===== config.mk =====
export PLATFORM = sky130hd
export DESIGN_NAME = sb_cfg_track_switch
export DESIGN_NICKNAME = d
export VERILOG_FILES = /design/src/rtl/sb_cfg_pkg.sv /design/src/rtl/sb_cfg_mux.sv /design/src/rtl/sb_cfg_track_switch.sv
export SDC_FILE = /design/constraint.sdc
export NUM_CORES = 1
export LEC_CHECK = 0
export CAP_MARGIN = 40
export CORE_MARGIN = 2
export CORE_UTILIZATION = 50
export CTS_CLUSTER_SIZE = 10
export DETAILED_ROUTE_END_ITERATION = 10
export PLACE_DENSITY = 0.76
export SLEW_MARGIN = 15
export SYNTH_ARGS = -nofsm -noshare
export SYNTH_HDL_FRONTEND = slang
export SYNTH_HIERARCHICAL = 1
export SYNTH_SLANG_ARGS = --single-unit

===== constraint.sdc =====
create_clock -name prog_clk -period 2.3 [get_ports prog_clk]
set_input_delay 0.345 -clock prog_clk [delete_from_list [all_inputs] [get_ports prog_clk]]
set_output_delay 0.345 -clock prog_clk [all_outputs]
set_load 0.1 [all_outputs]

===== src/rtl/sb_cfg_pkg.sv =====
// Shared types and sizing helpers for the configurable track switch block.
package sb_cfg_pkg;

  // Configuration chain fill state.
  typedef enum logic [1:0] {
    EMPTY   = 2'd0,
    FILLING = 2'd1,
    FULL    = 2'd2
  } cfg_state_e;

  // Select bits needed by one MUX_IN:1 mux.
  function automatic int sel_w(input int mux_in);
    return $clog2(mux_in);
  endfunction

  // Scan chain length: one select field per output track on both sides.
  function automatic int chain_len(input int chan_w, input int mux_in);
    return 2 * chan_w * sel_w(mux_in);
  endfunction

endpackage


===== src/rtl/sb_cfg_mux.sv =====
// One MUX_IN:1 routing mux. Select values beyond the candidate list drive 0.
module sb_cfg_mux
  import sb_cfg_pkg::*;
#(
  parameter int MUX_IN = 4,
  localparam int SEL_W = sel_w(MUX_IN)
) (
  input  logic [MUX_IN-1:0] cand,
  input  logic [SEL_W-1:0]  sel,
  output logic              mux_out
);

  // Compare-and-pick so out-of-range selects fall through to 0.
  always_comb begin
    mux_out = 1'b0;
    for (int i = 0; i < MUX_IN; i++) begin
      if (sel == SEL_W'(i)) mux_out = cand[i];
    end
  end

endmodule


===== src/rtl/sb_cfg_track_switch.sv =====
// Two-side (top/left) switch block with a double-buffered scan-chain config.
// Bits shift into sr; act is loaded only on cfg_commit, so routing never
// changes while the chain is being reprogrammed.
//
// Handshake: there is no valid/ready pair here. cfg_en is a per-cycle shift
// strobe and cfg_commit is a single-cycle pulse; both are sampled on the rising
// edge of prog_clk with no back-pressure. cfg_valid/cfg_err report the outcome
// of the most recent commit from the following cycle on.
module sb_cfg_track_switch
  import sb_cfg_pkg::*;
#(
  parameter int CHAN_W = 5,
  parameter int N_PIN  = 2,
  parameter int MUX_IN = 4,
  localparam int SEL_W     = sel_w(MUX_IN),
  localparam int CHAIN_LEN = chain_len(CHAN_W, MUX_IN),
  localparam int CNT_W     = $clog2(CHAIN_LEN + 1)
) (
  input  logic              prog_clk,
  input  logic              pReset,
  input  logic              cfg_en,
  input  logic              ccff_head,
  input  logic              cfg_commit,
  input  logic [CHAN_W-1:0] chany_top_in,
  input  logic [CHAN_W-1:0] chanx_left_in,
  input  logic [N_PIN-1:0]  top_pin_in,
  input  logic [N_PIN-1:0]  left_pin_in,
  output logic [CHAN_W-1:0] chany_top_out,
  output logic [CHAN_W-1:0] chanx_left_out,
  output logic              ccff_tail,
  output logic              cfg_valid,
  output logic              cfg_err,
  output cfg_state_e        state_dbg,
  output logic [CNT_W-1:0]  cnt_dbg
);

  localparam logic [CNT_W-1:0] CNT_MAX = CNT_W'(CHAIN_LEN);

  logic [CHAIN_LEN-1:0] sr;
  logic [CHAIN_LEN-1:0] act;
  logic [CNT_W-1:0]     cnt;
  logic [CNT_W-1:0]     cnt_nxt;
  cfg_state_e           state;
  cfg_state_e           state_nxt;
  logic                 commit_clean;

  // Scan shift register and committed (active) copy; act takes pre-shift sr.
  always_ff @(posedge prog_clk or negedge pReset) begin
    if (!pReset) begin
      sr  <= '0;
      act <= '0;
    end else begin
      if (cfg_en)     sr  <= {sr[CHAIN_LEN-2:0], ccff_head};
      if (cfg_commit) act <= sr;
    end
  end

  // Saturating bit counter; a commit restarts it, counting a shift in the same cycle.
  always_comb begin
    cnt_nxt = cnt;
    if (cfg_commit)                    cnt_nxt = cfg_en ? CNT_W'(1) : '0;
    else if (cfg_en && cnt != CNT_MAX) cnt_nxt = cnt + CNT_W'(1);
  end

  // Counter register.
  always_ff @(posedge prog_clk or negedge pReset) begin
    if (!pReset) cnt <= '0;
    else         cnt <= cnt_nxt;
  end

  // FSM state register.
  always_ff @(posedge prog_clk or negedge pReset) begin
    if (!pReset) state <= EMPTY;
    else         state <= state_nxt;
  end

  // FSM next-state: commit wins, but a simultaneous shift leaves one bit counted.
  always_comb begin
    state_nxt = state;
    if (cfg_commit) begin
      state_nxt = cfg_en ? FILLING : EMPTY;
    end else begin
      case (state)
        EMPTY:   if (cfg_en) state_nxt = (cnt_nxt == CNT_MAX) ? FULL : FILLING;
        FILLING: if (cnt_nxt == CNT_MAX) state_nxt = FULL;
        FULL:    state_nxt = FULL;
        default: state_nxt = EMPTY;
      endcase
    end
  end

  // FSM outputs: a commit is clean only when the chain was completely filled.
  always_comb begin
    commit_clean = (state == FULL);
  end

  // Commit status flags; cfg_err is sticky until reset.
  always_ff @(posedge prog_clk or negedge pReset) begin
    if (!pReset) begin
      cfg_valid <= 1'b0;
      cfg_err   <= 1'b0;
    end else if (cfg_commit) begin
      cfg_valid <= commit_clean;
      if (!commit_clean) cfg_err <= 1'b1;
    end
  end

  assign ccff_tail = sr[CHAIN_LEN-1];
  assign state_dbg = state;
  assign cnt_dbg   = cnt;

  // Candidate wiring and one mux per output track on each side.
  for (genvar t = 0; t < CHAN_W; t++) begin : g_track
    logic [MUX_IN-1:0] cand_top;
    logic [MUX_IN-1:0] cand_left;

    assign cand_top[0]  = chanx_left_in[t];
    assign cand_left[0] = chany_top_in[t];
    for (genvar c = 1; c < MUX_IN - 1; c++) begin : g_cand
      assign cand_top[c]  = chanx_left_in[(t + c) % CHAN_W];
      assign cand_left[c] = chany_top_in[(t + c) % CHAN_W];
    end
    assign cand_top[MUX_IN-1]  = top_pin_in[t % N_PIN];
    assign cand_left[MUX_IN-1] = left_pin_in[t % N_PIN];

    sb_cfg_mux #(.MUX_IN(MUX_IN)) u_top_mux (
      .cand    (cand_top),
      .sel     (act[t*SEL_W +: SEL_W]),
      .mux_out (chany_top_out[t])
    );

    sb_cfg_mux #(.MUX_IN(MUX_IN)) u_left_mux (
      .cand    (cand_left),
      .sel     (act[(CHAN_W + t)*SEL_W +: SEL_W]),
      .mux_out (chanx_left_out[t])
    );
  end

endmodule


==> impl_results.md <==
- Outcome: complete, no violations
- Die area: roughly 5200 µm²
- Critical-path maximum fanout: 3
- P&R area growth vs syn: 28.0%
- Layout cells sized above 1: about 44%
- Initial core utilization: between 50% and 60%
- Vias in the first global route: 1580
- Critical R2R Launch: cnt_dbg[0]$_DFF_PN0_
- Clk sinks: between 40 and 50
- 1st-pass router iterations: 4
- FP Rows: 24
- Chip width: around 70 µm
- Leakage: 1.30 nW
- RePlAce Congestion: 0.864
- CP startpoint kind: input pin
- Synth cell types: 28
- Peak VDD IR: just under 1 mV
- Post-synth net total: 185
- # resized after CTS: 0
- Critical path buffers and inverters: 2
- CP max-delay cell: mux4_2
- Port bufs: 38
- Clock-pin slew on the worst setup and hold paths: 0.09 ns
- Ranking of synthesized cells by area: dfrtp_1 (53%), mux2_2 (20%), mux4_2 (9.7%)
- Initial antenna violation count: 0
- Register area share after synthesis: 53.1%
- Post-route ant nets: 0
- Htree depth: 2
- Routed vias: 1493
- Max incr delay on CP: ~0.52 ns
- # diodes: 0
- Final Setup Violations: 0
- Avg Cell Area, Syn: between 10 and 15 µm²
- Worst EP arrival: ~1.5 ns
- Wire length per cell: between 15 and 20 µm
- Commonest non-fill, non-tap cells in the layout: dfrtp_1 (47), mux2_2 (42), clkdlybuf4s50_1 (17), buf_4 (16)
- Worst Skew: 0.00551 ns
- HP Start: cfg_err$_DFFE_PN0P_
- Mapped Cells: between 150 and 200
- Placed wire-length estimate: ~3200 µm
- PwrDens: about 1400 nW/µm²
- FILL cells: 300
- Max_cap viols: 0
- Fin. Hold Viols: 0
- DIE HEIGHT: a little over 70 µm
- Cells on worst reg2reg path: 6
- Total Routed Length: ~4300 µm
- I/O pin count: 39
- Placed cell area: about 2800 µm²
- RR Endpoint: state_dbg[0]$_DFFE_PN0P_
- R2R setup slack: roughly 0.5 ns
- RSZ-0062 raised after global routing: false
- CTS Root Cell: clkbuf_8
- Critical path class: input pin to output port
- Synthesis warning total: 6
- Element type at the critical path end: output port
- Worst EP required: between 1.5 and 2 ns
- GRT Util Overall: 19.5%
- Period utilization: slightly above 80%
- CORE AREA: ~4400 µm²
- Hold Crit Depth: 1
- Area of the multi-input gates: about 1000 µm²
- Global-route wire length before repair: just under 8000 µm
- Clock Tree Buf Depth: 2
- Number of synthesized register bits: 49
- Worst Max-Slew Pin Slew: around 0.45 ns
- Post-CTS Setup Inserts: 0
- Nets@finish: approximately 230
- Commonest non-fill, non-tap cell in the layout: dfrtp_1
- Top-area cell type share of the netlist area: ~53%
- Iter 0 DRT Violations: between 80 and 90
- Synthesized area: 2310 µm²
- Final Critical Period: 1.86 ns
- Fin. max-slew vios: 0
- Setup TNS: 0 ns
- Worst Hold Class: flip-flop to flip-flop
- Crit path max-delay family: buffers and inverters
- Register area: 1230 µm²
- F_max: 538 MHz
- Congestion Overflow GR: 0
- Hold path endpoint: cfg_err$_DFFE_PN0P_
- Yosys top cell by area: dfrtp_1
- Critical path, cell by cell: clkdlybuf4s50_1 -> mux4_2 -> buf_12
- Clock latency on the worst-skew pair: around 0.3 ns
- DRC: 0
- CTS buffer count: 5
- Vias per cell: between 5 and 6
- Cell area after layout: ~3000 µm²
- Largest net degree at the start of global routing: 21
- Hold_buf cts: 1
- Slew HR: between 70% and 80%
- CTS tree: built
[how the worst max path moves through the flow]
stage | start | endpoint | cells past startpoint
detailed placement | cfg_en | state_dbg[0]$_DFFE_PN0P_ | 6
floorplan | state_dbg[0]$_DFFE_PN0P_ | state_dbg[1]$_DFFE_PN0P_ | 6
finish | chanx_left_in[1] | chany_top_out[4] | 3
CTS | chanx_left_in[1] | chany_top_out[4] | 3
global route | cnt_dbg[0]$_DFF_PN0_ | state_dbg[0]$_DFFE_PN0P_ | 7
global placement | chanx_left_in[1] | chany_top_out[4] | 3
[power breakdown]
part	internal, W	switching [W]
registers	0.00118	0.000249
clock network	0.000272	0.000271
logic	0.000862	0.00125
total	0.00232	0.00177
[sequential cells by signal, summed over array words and instances, names as in the netlist]
register,cells
act,20
cfg_err,1
cfg_valid,1
cnt_dbg,5
sr,20
state_dbg,2
[synth_stat cells]
| cell type | count |
|---|---|
| buf_2 | 3 |
| or3b_1 | 1 |
| nand4_1 | 3 |
| nand2b_1 | 2 |
| xor2_1 | 1 |
| o2111a_1 | 1 |
| mux4_2 | 10 |
| dfrtp_1 | 49 |
| xnor2_1 | 1 |
| o21ai_2 | 1 |
| ha_1 | 6 |
| clkbuf_1 | 3 |
| o221ai_1 | 1 |
| a21o_1 | 1 |
| a31oi_1 | 1 |
| mux2_2 | 42 |
| inv_1 | 5 |
| o21bai_1 | 1 |
| a21oi_1 | 5 |
| inv_2 | 1 |
| nor2b_1 | 1 |
| nor4_2 | 1 |
| o22ai_1 | 1 |
| o21ai_1 | 1 |
| nor2_1 | 6 |
| nand2_1 | 6 |
| mux2i_1 | 5 |
| nor3_1 | 1 |
[layer usage]
metal / routed length (µm) / share of wire (%) / global-route usage, % / up-vias
li1: - / - / - / 687
met1: 1840 / 43 / 26.2 / 757
met2: 2150 / 50 / 30.7 / 44
met3: 232 / 5.4 / 5.69 / 5
met4: 74 / 1.7 / 7.13 / 0
met5: 0 / 0 / 0 / -
[final cells by class]
| class | count | share of cell area (%) |
|---|---|---|
| clock buffer | 7 | 3.26 |
| clock inverter | 1 | 0.169 |
| inverter | 6 | 0.761 |
| multi-input combinational | 99 | 35.0 |
| sequential | 49 | 41.5 |
| tap | 52 | 2.20 |
| timing repair buffer | 45 | 17.1 |
[cell families after synthesis]
kind of cell,share of synthesized area (%)
DFF,53.1
muxes,32.4
and+or+nand+nor,4.71
AOI/OAI and AO/OA,3.74
xor gates and xnor gates,0.758
adders and majority gates,3.25
buffers and inverters,2.11
[stage by stage]
step	power (W)	hold WS (ns)	std cells	setup WS, ns	util, %
floorplan	0.00290	0.0494	160	0.162	-
global placement	0.00351	0.302	250	0.462	64.5
detailed placement	0.00358	0.316	250	0.425	64.5
CTS	0.00414	0.504	259	0.431	67.0
global route	0.00430	0.532	259	0.372	67.0
finish	0.00409	0.497	259	0.440	67.0
Power figures use the tool's default switching activity.
